[config.mk]
export PLATFORM = sky130hd
export DESIGN_NAME = spi_ram_flat
export DESIGN_NICKNAME = d
export VERILOG_FILES = /design/src/rtl/spi_pkg.sv /design/src/rtl/spi_ram_if.sv /design/src/rtl/spi_ram_mem.sv /design/src/rtl/spi_ram.sv /design/src/flat_wrapper.sv
export SDC_FILE = /design/constraint.sdc
export NUM_CORES = 2
export LEC_CHECK = 0
export ABC_AREA = 1
export BUFFER_PORTS_ARGS = -buffer_cell sky130_fd_sc_hd__buf_2
export CORE_MARGIN = 4
export CORE_UTILIZATION = 55
export CTS_CLUSTER_DIAMETER = 200
export DETAILED_ROUTE_END_ITERATION = 6
export PLACE_DENSITY_LB_ADDON = 0.05
export SYNTH_ARGS = -nofsm -noshare
export SYNTH_HDL_FRONTEND = slang
export SYNTH_SLANG_ARGS = --single-unit
[constraint.sdc]
create_clock -name clk -period 5.55 [get_ports clk]
set_input_delay 0.2775 -clock clk [delete_from_list [all_inputs] [get_ports clk]]
set_output_delay 0.2775 -clock clk [all_outputs]
set_load 0.1 [all_outputs]
[src/rtl/spi_pkg.sv]
// -----------------------------------------------------------------------------
// spi_pkg
// Constants and types shared by the SPI slave and the SPI-attached RAM.
//   - SPI_ADDR_SIZE / SPI_DATA_WIDTH / SPI_MEM_DEPTH : default geometry
//   - RX_DATA_WIDTH : width of one rx frame (2-bit command + address/payload)
//   - cmd_e         : command codes carried in the top two frame bits
//   - tx_state_e    : states of the RAM's transmit-hold FSM
// -----------------------------------------------------------------------------
package spi_pkg;

    localparam int SPI_ADDR_SIZE  = 8;
    localparam int SPI_DATA_WIDTH = 8;
    localparam int SPI_MEM_DEPTH  = 2 ** SPI_ADDR_SIZE;
    localparam int CMD_WIDTH      = 2;
    localparam int RX_DATA_WIDTH  = SPI_ADDR_SIZE + CMD_WIDTH;

    typedef enum logic [CMD_WIDTH-1:0] {
        CMD_WR_ADDR = 2'b00,
        CMD_WR_DATA = 2'b01,
        CMD_RD_ADDR = 2'b10,
        CMD_RD_DATA = 2'b11
    } cmd_e;

    typedef enum logic {
        TX_IDLE = 1'b0,
        TX_HOLD = 1'b1
    } tx_state_e;

endpackage

[src/rtl/spi_ram_if.sv]
// -----------------------------------------------------------------------------
// spi_ram_if
// Link between the SPI slave (master modport) and the RAM (slave modport).
//   din      : rx frame, [ADDR_SIZE+1:ADDR_SIZE] command, [ADDR_SIZE-1:0] payload
//   rx_valid : din carries a frame this cycle
//   dout     : read data for the SPI slave to shift out
//   tx_valid : dout holds a fresh read result
//   cmd_err  : one-cycle pulse per rejected frame
// -----------------------------------------------------------------------------
interface spi_ram_if
    import spi_pkg::*;
#(
    parameter int ADDR_SIZE  = SPI_ADDR_SIZE,
    parameter int DATA_WIDTH = SPI_DATA_WIDTH
);
    logic [ADDR_SIZE+1:0]  din;
    logic                  rx_valid;
    logic [DATA_WIDTH-1:0] dout;
    logic                  tx_valid;
    logic                  cmd_err;

    modport master (output din, rx_valid, input dout, tx_valid, cmd_err);
    modport slave  (input din, rx_valid, output dout, tx_valid, cmd_err);
endinterface

[src/rtl/spi_ram_mem.sv]
// -----------------------------------------------------------------------------
// spi_ram_mem
// MEM_DEPTH x DATA_WIDTH single-port-style array, synchronous write and
// synchronous (registered) read.
//   clk, rst_n : clock, synchronous active-low reset (read register only)
//   wr_en, wr_addr, wr_data : write port, written on the rising edge
//   rd_en, rd_addr          : read request, result appears next cycle
//   rd_data                 : read register, holds until the next rd_en
// -----------------------------------------------------------------------------
module spi_ram_mem
    import spi_pkg::*;
#(
    parameter int MEM_DEPTH  = SPI_MEM_DEPTH,
    parameter int ADDR_SIZE  = SPI_ADDR_SIZE,
    parameter int DATA_WIDTH = SPI_DATA_WIDTH
) (
    input  logic                  clk,
    input  logic                  rst_n,
    input  logic                  wr_en,
    input  logic [ADDR_SIZE-1:0]  wr_addr,
    input  logic [DATA_WIDTH-1:0] wr_data,
    input  logic                  rd_en,
    input  logic [ADDR_SIZE-1:0]  rd_addr,
    output logic [DATA_WIDTH-1:0] rd_data
);

    logic [DATA_WIDTH-1:0] mem [MEM_DEPTH];

    // NOTE: the array has no reset so it maps onto RAM macros and keeps its
    // contents across rst_n; only the read register is cleared.
    always_ff @(posedge clk) begin
        if (wr_en) begin
            mem[wr_addr] <= wr_data;
        end
    end

    always_ff @(posedge clk) begin
        if (!rst_n) begin
            rd_data <= '0;
        end else if (rd_en) begin
            rd_data <= mem[rd_addr];
        end
    end

endmodule

[src/rtl/spi_ram.sv]
// -----------------------------------------------------------------------------
// spi_ram
// Command-driven RAM behind an SPI slave. Decodes rx frames, keeps independent
// auto-incrementing write/read address pointers, and runs the Tx FSM that
// flags fresh read data to the SPI slave.
//   clk   : clock, rising edge
//   rst_n : synchronous active-low reset (memory contents are retained)
//   bus   : spi_ram_if.slave -- din/rx_valid in, dout/tx_valid/cmd_err out
// -----------------------------------------------------------------------------
module spi_ram
    import spi_pkg::*;
#(
    parameter int MEM_DEPTH  = SPI_MEM_DEPTH,
    parameter int ADDR_SIZE  = SPI_ADDR_SIZE,
    parameter int DATA_WIDTH = SPI_DATA_WIDTH
) (
    input  logic     clk,
    input  logic     rst_n,
    spi_ram_if.slave bus
);

    cmd_e                 cmd;
    logic [ADDR_SIZE-1:0] payload;
    logic [ADDR_SIZE-1:0] wr_addr;
    logic [ADDR_SIZE-1:0] rd_addr;
    logic                 wr_addr_vld;
    logic                 rd_addr_vld;
    logic                 wr_accept;
    logic                 rd_accept;
    logic                 reject;
    logic                 cmd_err_q;
    tx_state_e            state;
    tx_state_e            state_next;

    assign cmd     = cmd_e'(bus.din[ADDR_SIZE +: CMD_WIDTH]);
    assign payload = bus.din[ADDR_SIZE-1:0];

    // A data command is accepted only once its pointer has been loaded since reset.
    assign wr_accept = bus.rx_valid && (cmd == CMD_WR_DATA) && wr_addr_vld;
    assign rd_accept = bus.rx_valid && (cmd == CMD_RD_DATA) && rd_addr_vld;
    assign reject    = bus.rx_valid &&
                       (((cmd == CMD_WR_DATA) && !wr_addr_vld) ||
                        ((cmd == CMD_RD_DATA) && !rd_addr_vld));

    // Address pointers and the error pulse.
    // NOTE: state registers use non-blocking assignment so every flop samples
    // pre-edge values regardless of statement order.
    always_ff @(posedge clk) begin
        if (!rst_n) begin
            wr_addr     <= '0;
            rd_addr     <= '0;
            wr_addr_vld <= 1'b0;
            rd_addr_vld <= 1'b0;
            cmd_err_q   <= 1'b0;
        end else begin
            // Re-evaluated every cycle, so each rejected frame yields exactly one pulse.
            cmd_err_q <= reject;
            if (bus.rx_valid) begin
                unique case (cmd)
                    CMD_WR_ADDR: begin
                        wr_addr     <= payload;
                        wr_addr_vld <= 1'b1;
                    end
                    CMD_WR_DATA: if (wr_addr_vld) wr_addr <= wr_addr + ADDR_SIZE'(1);
                    CMD_RD_ADDR: begin
                        rd_addr     <= payload;
                        rd_addr_vld <= 1'b1;
                    end
                    CMD_RD_DATA: if (rd_addr_vld) rd_addr <= rd_addr + ADDR_SIZE'(1);
                    default: ;
                endcase
            end
        end
    end

    // Tx FSM state register.
    always_ff @(posedge clk) begin
        if (!rst_n) begin
            state <= TX_IDLE;
        end else begin
            state <= state_next;
        end
    end

    // Tx FSM next state: any frame decides HOLD vs IDLE; idle cycles keep the state.
    // NOTE: defaulting state_next first keeps this block free of inferred latches.
    always_comb begin
        state_next = state;
        if (bus.rx_valid) begin
            state_next = rd_accept ? TX_HOLD : TX_IDLE;
        end
    end

    // The read register in the memory is dout itself: it loads only on an
    // accepted read, so it holds across TX_HOLD->TX_IDLE and reads cost one clk.
    spi_ram_mem #(
        .MEM_DEPTH  (MEM_DEPTH),
        .ADDR_SIZE  (ADDR_SIZE),
        .DATA_WIDTH (DATA_WIDTH)
    ) u_mem (
        .clk     (clk),
        .rst_n   (rst_n),
        .wr_en   (rst_n && wr_accept),
        .wr_addr (wr_addr),
        .wr_data (DATA_WIDTH'(payload)),
        .rd_en   (rd_accept),
        .rd_addr (rd_addr),
        .rd_data (bus.dout)
    );

    assign bus.tx_valid = (state == TX_HOLD);
    assign bus.cmd_err  = cmd_err_q;

endmodule

[src/flat_wrapper.sv]
// flat-port wrapper written by rule: the top's interface ports become plain ports
module spi_ram_flat import spi_pkg::*;
#(
    parameter int MEM_DEPTH  = SPI_MEM_DEPTH,
    parameter int ADDR_SIZE  = SPI_ADDR_SIZE,
    parameter int DATA_WIDTH = SPI_DATA_WIDTH
)
  (clk, rst_n, bus_din, bus_rx_valid, bus_dout, bus_tx_valid, bus_cmd_err);
  spi_ram_if #(.ADDR_SIZE(ADDR_SIZE), .DATA_WIDTH(DATA_WIDTH)) bus_i ();
  input  logic clk;
  input  logic rst_n;
  input wire logic [$bits(bus_i.din)-1:0] bus_din;
  input wire logic [$bits(bus_i.rx_valid)-1:0] bus_rx_valid;
  output wire logic [$bits(bus_i.dout)-1:0] bus_dout;
  output wire logic [$bits(bus_i.tx_valid)-1:0] bus_tx_valid;
  output wire logic [$bits(bus_i.cmd_err)-1:0] bus_cmd_err;
  assign bus_i.din = bus_din;
  assign bus_i.rx_valid = bus_rx_valid;
  assign bus_dout = bus_i.dout;
  assign bus_tx_valid = bus_i.tx_valid;
  assign bus_cmd_err = bus_i.cmd_err;
  spi_ram #(.MEM_DEPTH(MEM_DEPTH), .ADDR_SIZE(ADDR_SIZE), .DATA_WIDTH(DATA_WIDTH)) u_core (.clk(clk), .rst_n(rst_n), .bus(bus_i));
endmodule
==> metrics.cfg <==
[status]
outcome=finished clean

[sta]
skew_ps=18.25
max_freq_mhz=234.3
worstMarginPinSlew_ps=1200
finalCriticalPeriod_ps=4267
setup_viol=0
holdWs_ps=491.1
slew_violations=0
setup_slack_ps=1283
hold_violations=0
setup_tns_ps=0
period_share=0.7689
slew_headroom=0.1972
rsz0062_at_grt=false

[power]
finalPower_mw=33.59
pwr-share-seq=0.514
switchingPower_mw=7.742
p_int_mw=25.85
power_density_mw_per_mm2=354.0
ir_worst_vdd_mv=0.3193
comb_power_share=0.070
clockPowerShare=0.416
power.share.switching=0.2305
leakage_nw=34.24

[clocking]
postCtsSetupBuffers=0
path_clk_slew_ps=60
cts_buffers=207
cts_resized=0
clkSinkCount=2076
cts_buffer_depth=3
worstSkewPairLatency_ps=820
root_buffer=clkbuf_16
cts_tree=done
hold_buffers=14
cts-htree-levels=4

[placed_design]
io_buffers=22
gp_congestion=0.9134
dpl_worst_slack_ps=1121
dp.final_hpwl_um=139600

[drt]
routed_via_density=5.793
drt-total-wl_um=244400
routedWlPerCell_um=24.69
drtAntennaViolNets=0
drt_iter0_drc=6593
drc=0
vias=57360
dr.pass1.iters=5

[global_route]
grt_pass1_wl_um=357600
grt_usage=0.2964
grt_pass1_vias=54640
grt_max_degree=206
antenna_found_initial=7
grt.overflow.total=0
met3_usage=0.05212
grt_most_used_layer=met2
globalRouteMet2Util=0.4573
use_met1=0.4274

[synth]
syn_area_mm2=0.08648
ys_seq_area_frac=0.7176
synth-edff-count=2048
ys_types=30
synth_common_cells=2048 x edfxtp_1, 1742 x nand2_1, 1463 x nor2_1, 686 x o21ai_0, 551 x nand3_1
syn-instance-count=7800
synth_nets=7818
yosys.area.top_type=edfxtp_1
synth_seq_cells=2076
yosys_warnings=0
ys.flop_type=edfxtp_1
syn_area_per_cell_um2=11.09
synth_area_leaders=edfxtp_1 71%, nand2_1 7.6%, nor2_1 6.4%
synth_most_common_cell=edfxtp_1
synthArstFlopShare=0
synth.top_cell.area_share=0.7112

[critical_path]
cp-end-kind=flop
slowest_stage=nand3_2
path_max_fanout=16
cp_data_arrival_time_ps=4720
cp_common_cell=nor2_1
worst-path-buf-inv=6
startpoint_type=primary input
worstPathRequired_ps=6000
crit_type=in2reg
path_cells=dlygate4sd3_1, buf_2, inv_1, nor2_1, inv_1, nor2_1, inv_1, nor2_1, nand3_2, buf_4, nor2_1
slowest_delay_ps=900
path_delay_family=simple AND/OR/NAND/NOR gates

[run]
maxCapViolCount=0

[die]
dieHeight_um=404.5
die_x_um=404.5
rows=145
dieArea_mm2=0.1636
initial_core_util=0.5536
core_area_mm2=0.1562
num_io_pins=23

[cells_and_area]
drive_gt1_frac=0.05688
nets=7689
syn2layout_area_growth_pct=9.723

[worst_hold_path]
hold_path.class=in2reg

worst reg2reg max path, delay by kind of cell (launching register included):
family	cells	cell delay [ps]
compound gates	2	370
buf+inv	4	1580
flops	1	550
simple gates	9	1040
power groups by stage:
| stage | Clock (mW) | Sequential (mW) | Combinational [mW] |
|---|---|---|---|
| final | 14.0 | 17.3 | 2.36 |
| after global routing | 14.8 | 17.2 | 2.55 |
| after CTS | 14.1 | 17.3 | 2.35 |
| after detailed placement | 0 | 17.6 | 2.33 |
| after global placement | 0 | 17.6 | 2.33 |
| after floorplan | 0 | 17.6 | 1.30 |
placed cells by master (no fill, tap or decap), types with 4 or more instances in the layout:
cell type and count:
nand2_2 14, buf_2 14, clkinvlp_4 9, clkbuf_16 209, bufinv_16 26, buf_8 8
a21oi_1 119, dfxtp_1 24, buf_12 21, inv_1 464, nand3_1 548, nor2_1 1461
nor3_1 6, clkinv_1 60, or2_2 6, ha_1 5, clkinv_2 35, o21ai_0 686
edfxtp_1 2048, clkbuf_1 33, dlygate4sd3_1 14, a31oi_1 4, buf_4 76, o211ai_1 129
inv_6 6, o21ai_1 44, nand2_1 1728, o22ai_1 11
per-layer routing:
| layer | vias to the layer above | wire (um) |
|---|---|---|
| met3 | 443 | 20970 |
| li1 | 26290 | - |
| met5 | - | 34 |
| met1 | 28100 | 102800 |
| met4 | 6 | 9237 |
| met2 | 2515 | 111400 |
registers in the layout, indices dropped and copies added (netlist names):
signal and cells:
u_core.wr_addr_vld 1, u_core.rd_addr_vld 1, u_core.u_mem.mem 2048, u_core.wr_addr 8, u_core.u_mem.rd_data 8, u_core.bus.tx_valid 1
u_core.bus.cmd_err 1, u_core.rd_addr 8
layout make-up:
class / instances / area, um^2
antenna: 2 / 5.005
clock buffer: 244 / 5381
clock inverter: 135 / 1338
fill: 12690 / 61320
inverter: 475 / 1805
multi-input combinational: 4778 / 20390
sequential: 2076 / 62070
tap: 2058 / 2575
timing repair buffer: 133 / 1321
kinds of logic after synthesis:
kind of cell	count (synthesis)	synth area share
simple gates	3770	0.1719
compound gates	1001	0.06216
flops	2076	0.7176
fa+ha+maj	5	0.0007234
buf+inv	946	0.04736
xor+xnor	2	0.0002026
per-stage QoR:
step / util / instances / area [um^2]
after global routing: 0.6074 / 9899 / 94880
after CTS: 0.6074 / 9899 / 94880
after floorplan: - / 7800 / 86480
final: 0.6074 / 9901 / 94880
after global placement: 0.5635 / 9506 / 88020
after detailed placement: 0.5635 / 9506 / 88020
final timing paths:
kind | slack, ps | cells after the start | from | endpoint
setup reg to reg | 1910 | 15 | u_core.rd_addr[1]$_SDFFE_PN0P_ | u_core.u_mem.rd_data[4]$_SDFFE_PN0P_
setup / recovery | 1280 | 11 | bus_din[8] | u_core.u_mem.mem[124][6]$_DFFE_PP_
hold / removal | 490 | 2 | bus_din[5] | u_core.u_mem.mem[239][5]$_DFFE_PP_
hold reg to reg | 490 | 2 | u_core.wr_addr_vld$_SDFFE_PN0P_ | u_core.wr_addr_vld$_SDFFE_PN0P_
No activity file was read; power rests on OpenSTA's default activity.
